<file path="config.mk">
export PLATFORM = sky130hd
export DESIGN_NAME = cdu_read_counter
export DESIGN_NICKNAME = d
export VERILOG_FILES = /design/src/rtl/cdu_read_counter.sv
export SDC_FILE = /design/constraint.sdc
export NUM_CORES = 1
export LEC_CHECK = 0
export ABC_AREA = 1
export CAP_MARGIN = 15
export CORE_ASPECT_RATIO = 1.25
export CORE_MARGIN = 2
export CORE_UTILIZATION = 45
export DETAILED_ROUTE_END_ITERATION = 16
export DONT_BUFFER_PORTS = 1
export PLACE_DENSITY_LB_ADDON = 0.08
export SKIP_LAST_GASP = 1
export SYNTH_ARGS = -nofsm -noshare
export SYNTH_HDL_FRONTEND = slang
export SYNTH_SLANG_ARGS = --single-unit
</file>
<file path="constraint.sdc">
create_clock -name clk -period 2.6 [get_ports clk]
set_clock_uncertainty 0.2 [all_clocks]
set_input_delay 0.52 -clock clk [delete_from_list [all_inputs] [get_ports clk]]
set_output_delay 0.52 -clock clk [all_outputs]
set_load 0.005 [all_outputs]
</file>
<file path="src/rtl/cdu_read_counter.sv">
// cdu_read_counter: digital closing half of the CDU fine error loop.
// It synchronizes the ternary level flags from the main summing amplifier,
// steps an up/down read counter toward null at a mode-dependent rate, emits
// one-cycle up/down count pulses toward the AGC interface, and drives the
// active-low ladder switch lines _D15.._D21.
// Optional build macro: CDU_ZERO_EN adds the synchronous zero_cdu input.

module cdu_read_counter #(
  parameter int WIDTH        = 16,
  parameter int FINE_DIV     = 4,
  parameter int COARSE_DIV   = 2,
  parameter int COARSE_SHIFT = 3
) (
  input  logic             clk,
  input  logic             rst_n,
`ifdef CDU_ZERO_EN
  input  logic             zero_cdu,
`endif
  input  logic             _TLF1H,
  input  logic             _TLF1L,
  input  logic             _TLF2H,
  input  logic             _TLF2L,
  output logic [WIDTH-1:0] count,
  output logic             _D15,
  output logic             _D16,
  output logic             _D17,
  output logic             _D18,
  output logic             _D19,
  output logic             _D20,
  output logic             _D21,
  output logic             up_pulse,
  output logic             dn_pulse,
  output logic [1:0]       mode,
  output logic             conflict
);

  typedef enum logic [1:0] {
    MODE_IDLE   = 2'd0,
    MODE_FINE   = 2'd1,
    MODE_COARSE = 2'd2
  } mode_e;

  localparam int MAX_DIV = (FINE_DIV > COARSE_DIV) ? FINE_DIV : COARSE_DIV;
  localparam int TW      = (MAX_DIV > 1) ? $clog2(MAX_DIV) : 1;

  localparam logic [TW-1:0]    FINE_LAST   = TW'(FINE_DIV - 1);
  localparam logic [TW-1:0]    COARSE_LAST = TW'(COARSE_DIV - 1);
  localparam logic [WIDTH-1:0] FINE_STEP   = WIDTH'(1);
  localparam logic [WIDTH-1:0] COARSE_STEP = WIDTH'(1) << COARSE_SHIFT;

  // Flag vector ordering used throughout: {1H, 1L, 2H, 2L}
  logic [3:0]       sync1_q, sync1_d;
  logic [3:0]       sync2_q, sync2_d;
  mode_e            mode_q, mode_d;
  logic             dir_q, dir_d;
  logic [TW-1:0]    timer_q, timer_d;
  logic [WIDTH-1:0] count_q, count_d;
  logic             up_q, up_d;
  logic             dn_q, dn_d;
  logic             conflict_q, conflict_d;

  logic             l1_pos, l1_neg, l2_pos, l2_neg;
  logic             zero_req;
  logic [TW-1:0]    div_last;
  logic [WIDTH-1:0] step_amt;

`ifdef CDU_ZERO_EN
  assign zero_req = zero_cdu;
`else
  assign zero_req = 1'b0;
`endif

  // Two-flop synchronizer chain for the asynchronous level flags
  always_comb begin
    sync1_d = {_TLF1H, _TLF1L, _TLF2H, _TLF2L};
    sync2_d = sync1_q;
  end

  // Per-level decode; opposing flags both set count as no error at that level
  always_comb begin
    l1_pos     = sync2_q[3] & ~sync2_q[2];
    l1_neg     = sync2_q[2] & ~sync2_q[3];
    l2_pos     = sync2_q[1] & ~sync2_q[0];
    l2_neg     = sync2_q[0] & ~sync2_q[1];
    conflict_d = (sync2_q[3] & sync2_q[2]) | (sync2_q[1] & sync2_q[0]);
  end

  // Next-state: coarse error wins over fine, direction from the winning level
  always_comb begin
    mode_d = MODE_IDLE;
    dir_d  = 1'b0;
    if (l2_pos || l2_neg) begin
      mode_d = MODE_COARSE;
      dir_d  = l2_pos;
    end else if (l1_pos || l1_neg) begin
      mode_d = MODE_FINE;
      dir_d  = l1_pos;
    end
    if (zero_req) begin
      mode_d = MODE_IDLE;
      dir_d  = 1'b0;
    end
  end

  // Rate timer and counter step; a mode or direction change abandons the interval
  always_comb begin
    timer_d  = '0;
    count_d  = count_q;
    up_d     = 1'b0;
    dn_d     = 1'b0;
    div_last = (mode_q == MODE_COARSE) ? COARSE_LAST : FINE_LAST;
    step_amt = (mode_q == MODE_COARSE) ? COARSE_STEP : FINE_STEP;
    if ((mode_q != MODE_IDLE) && (mode_d == mode_q) && (dir_d == dir_q)) begin
      if (timer_q == div_last) begin
        timer_d = '0;
        if (dir_q) begin
          count_d = count_q + step_amt;
          up_d    = 1'b1;
        end else begin
          count_d = count_q - step_amt;
          dn_d    = 1'b1;
        end
      end else begin
        timer_d = timer_q + 1'b1;
      end
    end
    if (zero_req) begin
      count_d = '0;
      timer_d = '0;
      up_d    = 1'b0;
      dn_d    = 1'b0;
    end
  end

  // State register with asynchronous active-low reset
  always_ff @(posedge clk or negedge rst_n) begin
    if (!rst_n) begin
      sync1_q    <= '0;
      sync2_q    <= '0;
      mode_q     <= MODE_IDLE;
      dir_q      <= 1'b0;
      timer_q    <= '0;
      count_q    <= '0;
      up_q       <= 1'b0;
      dn_q       <= 1'b0;
      conflict_q <= 1'b0;
    end else begin
      sync1_q    <= sync1_d;
      sync2_q    <= sync2_d;
      mode_q     <= mode_d;
      dir_q      <= dir_d;
      timer_q    <= timer_d;
      count_q    <= count_d;
      up_q       <= up_d;
      dn_q       <= dn_d;
      conflict_q <= conflict_d;
    end
  end

  // Outputs: registered values, ladder lines are inversions of count bits
  always_comb begin
    count    = count_q;
    mode     = mode_q;
    up_pulse = up_q;
    dn_pulse = dn_q;
    conflict = conflict_q;
    _D15     = ~count_q[6];
    _D16     = ~count_q[5];
    _D17     = ~count_q[4];
    _D18     = ~count_q[3];
    _D19     = ~count_q[2];
    _D20     = ~count_q[1];
    _D21     = ~count_q[0];
  end

endmodule

</file>
## Yosys cells after proc, flatten, opt, wreduce, memory -nomap -nowiden

Cells that the tools add are included.

| operators by class | value |
|---|---|
| bitwise logic cells | 18 |
| add/sub/neg operators | 3 |
| reduce and logical (&&, ||, !) cells | 6 |
| eq/ne operators | 4 |
| multiplexer cells | 15 |

Operators by type and width:

| cell | number |
|---|---|
| $add 16x4->16 | 1 |
| $mux 16 | 1 |
| $sub 16x4->16 | 1 |
| $not 1->1 | 11 |
| $mux 1 | 9 |
| $mux 2 | 4 |
| $and 1x1->1 | 6 |
| $eq 2x2->1 | 2 |
| $mux 4 | 1 |
| $add 2x1->2 const B | 1 |
| $eq 2x2->1 const B | 1 |
| $logic_and 1x1->1 | 2 |
| $logic_or 1x1->1 | 2 |
| $reduce_and 2->1 | 1 |
| $reduce_bool 2->1 | 1 |
| $eq 1x1->1 | 1 |
| $or 1x1->1 | 1 |

| storage, ports and cells | value |
|---|---|
| logic and storage cells | 55 |
| output and inout port bits | 28 |
| flip-flop bits (word level) | 32 |
| input port bits | 6 |

## Logic depth before layout (Yosys ltp)

| logic depth | value |
|---|---|
| depth in word-level cells | 9 |
| depth in mapped cells | 16 |
| gate-level depth less buffers | 16 |

## Worst setup path before layout

Ideal clock, no wire load.

| path | value |
|---|---|
| kind | reg2reg |
| from | register dir_q |
| to | register count_q[14] (netlist: count[14]) |
| arrival | 1.719 ns |
| cell stages (with the launch flop) | 10 |
| buffers on the path | 0 |
| period minus slack after synthesis | 2.036 ns |
| setup slack | 0.564 ns |
| library setup time | 0.117 ns |
| data required time | 2.283 ns |
| cell sequence | dfrtp_1 inv_4 ha_1 a21oi_1 a21boi_1 o21ai_0 a21oi_1 nand3_1 nand3_1 nand2_1 |

| on the way | value |
|---|---|
| word-level cells in the longest chain between the ends | 3 |
| elaborated cells on any way between the ends | 4 |
| classes of those cells | eq/ne: 1; mux: 1; reduce/logical: 2 |

Ends and longest elaborated chain:

| element | RTL line | source |
|---|---|---|
| start, declared | 55 | `logic dir_q, dir_d;` |
| start signal, assigned | 151 | `dir_q <= dir_d;` |
| $eq 1x1->1 | 113 | `if ((mode_q != MODE_IDLE) && (mode_d == mode_q) && (dir_d == dir_q)) begin` |
| $logic_and 1x1->1 | 113 |  |
| $reduce_and 2->1 (no source line) | - |  |
| end signal, assigned | 153 | `count_q <= count_d;` |
| end, declared | 57 | `logic [WIDTH-1:0] count_q, count_d;` |

Several ways; a longest one is shown, not always the timed one.
A chain may end at the register's enable or synchronous reset.

## Final worst setup path

| path | value |
|---|---|
| from | register dir_q |
| to | register count_q[15] (netlist: count[15]) |

Same word-level chain as after synthesis.

==> results.toml <==
[clock_network]
cts_root_buf = "clkbuf_8"
cts-buffers-inserted = 5
clkTransAtPathRegs_ns = 0.07
cts_tree = "yes"
cts_setup_buffers = 0
hold_buffers = 2
clock_sinks = 32
clock_latency_ns = 0.29
clockBufferDepth = 2
h-tree-depth = 2
cts.repair.resized = 0

[power_and_ir_drop]
power_mw = 2.40
powerDensity_nw_per_um2 = 1050
p_leak_nw = 1.22
vdd_ir_drop_max_mv = 0.405

[min_path]
min_to = "sync1_q[1]"
hold_depth = 0
min_from = "_TLF2H"
hold_path_class = "primary input to flop"

[detailed_routing]
drtPass1Iterations = 4
vias = 1646
wl_per_cell_um = 13.4
antenna_left = 0
detail_route.iter0.violations = 60
wl_mm = 4.37
remaining_drc_errors = 0
vias_per_cell = 5.03

[global_routing]
grt_util_met1_pct = 21.6
top_usage_layer = "met2"
antenna_found_initial = 0
grt-ovfl-total = 0
grt_pass1_vias = 1634
grt_use_met3_pct = 4.06
grt_usage_pct = 18.6
grt_first_pass_wirelength_mm = 7.41
grt_use_met2_pct = 33.7
grt_max_degree = 33

[placement]
dpl_cell_area_um2 = 2150
io_buffers = 0
post-dp-hpwl_mm = 3.32
place_congestion = 0.852

[synth]
avgSynthCellArea_um2 = 8.05
yosys.cell_types.count = 34
yosysSeqAreaShare_pct = 38.1
synth_mux_area_share_pct = 0
syn_inst = 261
async_reset_ff_share_pct = 100
synth-edff-count = 0
yosys.area_share.simple_pct = 30.0
synth_fa_ha_area_share_pct = 10.7
ys.flop_type = "dfrtp_1"
yosysWarnings = 0
yosys_register_bits = 32
synth_top_family_by_area = "simple AND/OR/NAND/NOR gates"
synthXorXnorAreaFrac_pct = 2.50
syn_nets = 285
synth_compound_area_share_pct = 10.6
syn_area_um2 = 2100

[worst_setup_path]
critPathKind = "flop to flop"
cp_max_fo = 15
cp-end-kind = "flop"
required_ns = 2.58
cp.arrival_ns = 2.35
start_kind = "flop"
timing.rr.end = "count[15]"
rrSetupSlack_ns = 0.22
r2r-start = "dir_q"
reg2regPathDepth = 10

[die]
rows = 27
coreArea_um2 = 4460
die_x_um = 65.1
pin_count = 34
start_util_pct = 47.1
die_h_um = 80.4
dieArea_um2 = 5240

[timing]
setup_violations = 0
fin_crit_ns = 2.38
min_period_over_period_pct = 91.4
hold_viol = 0
worst_pin_slew_ns = 0.347
rsz0062_at_grt = "no"
fmax_ghz = 0.421
hold_ws_ns = 0.0604
slew_headroom_pct = 76.6
slew_viol_final = 0
tns_ns = 0

[layout]
drive_gt1_share_pct = 13.4
antenna_cells = 0
areaGrowthSynthToFinish_pct = 8.93
nFillCells = 473
fin_nets = 292
final_cell_mix = "nand2_1, inv_1, dfrtp_1"
finish.instance_area_um2 = 2290
utilization_pct = 51.3
final_common_cell = "nand2_1"

[outcome]
status = "finished, final reports clean"

[job]
drv_cap = 0
-- worst max-delay path by stage --
stage,cells after the start,to,slack [ns],from
finish,10,count[15],0.22,dir_q
global route,11,count[15],0.02,dir_q
CTS,10,count[15],0.28,dir_q
detailed placement,10,count[15],0.30,dir_q
global placement,10,count[15],0.32,dir_q
floorplan,9,count[14],0.56,dir_q
-- layout make-up --
| cell class | count | area [µm²] | share of cell area [%] |
|---|---|---|---|
| Timing Repair Buffer | 2 | 30.0 | 1.31 |
| Sequential cell | 32 | 801 | 35.0 |
| Inverter | 38 | 148 | 6.45 |
| Clock buffer | 6 | 72.6 | 3.17 |
| Multi-Input combinational cell | 189 | 1130 | 49.4 |
| Clock inverter | 2 | 35.0 | 1.53 |
| Tap cell | 58 | 72.6 | 3.17 |
-- state kept, by name, indices dropped and copies added, names as in the netlist --
signal / flops
up_pulse: 1
dn_pulse: 1
timer_q: 2
conflict: 1
count: 16
sync1_q: 4
mode: 2
dir_q: 1
sync2_q: 4
-- report_power, final --
group          internal [mW]  switching, mW  leakage [nW]
Clock                  0.284          0.189        0.0552
Sequential             0.597          0.116         0.411
Combinational          0.456          0.756         0.754
Total                   1.34           1.06          1.22
-- kinds of logic (layout without fill, tap and decap cells) --
family                     after synthesis  in the layout
and+or+nand+nor                        130            130
buffers and inverters                   40             48
AOI/OAI and AO/OA                       35             35
DFF                                     32             32
adders and majority gates               18             18
xor gates and xnor gates                 6              6
-- layer usage --
metal	part of all wire [%]	routed length, µm	up-vias
met4	1.4	62	0
met3	3.0	130	6
met1	45	1960	752
met2	51	2220	28
li1	-	-	860
met5	0	0	-
-- worst max-delay path, stage by stage, from the launching register on --
cell	delay [ns]
dfrtp_1	0.46
inv_4	0.23
ha_1	0.34
nand2_1	0.14
inv_1	0.06
a21oi_1	0.28
nor2_1	0.09
nor3_1	0.21
nand3_1	0.11
nand3_1	0.10
nand2_1	0.05
-- through the flow --
stage,setup slack (ns),std cells
floorplan,0.564,261
global placement,0.320,317
detailed placement,0.302,317
CTS,0.280,327
global route,0.0218,327
finish,0.223,327
-- synthesized netlist by cell type (4+ instances only) --
cell     number  area share [%]
ha_1         18              11
nand2_2       9             2.7
nand2_1      66              12
nor3_1        4            0.95
nor2_1       20             3.6
dfrtp_1      32              38
nand3_1      18             4.3
a21oi_1       9             2.1
o21ai_0       6             1.4
inv_1        33             5.9
o21ai_1       7             1.7
No activity file was read; power rests on OpenSTA's default activity.
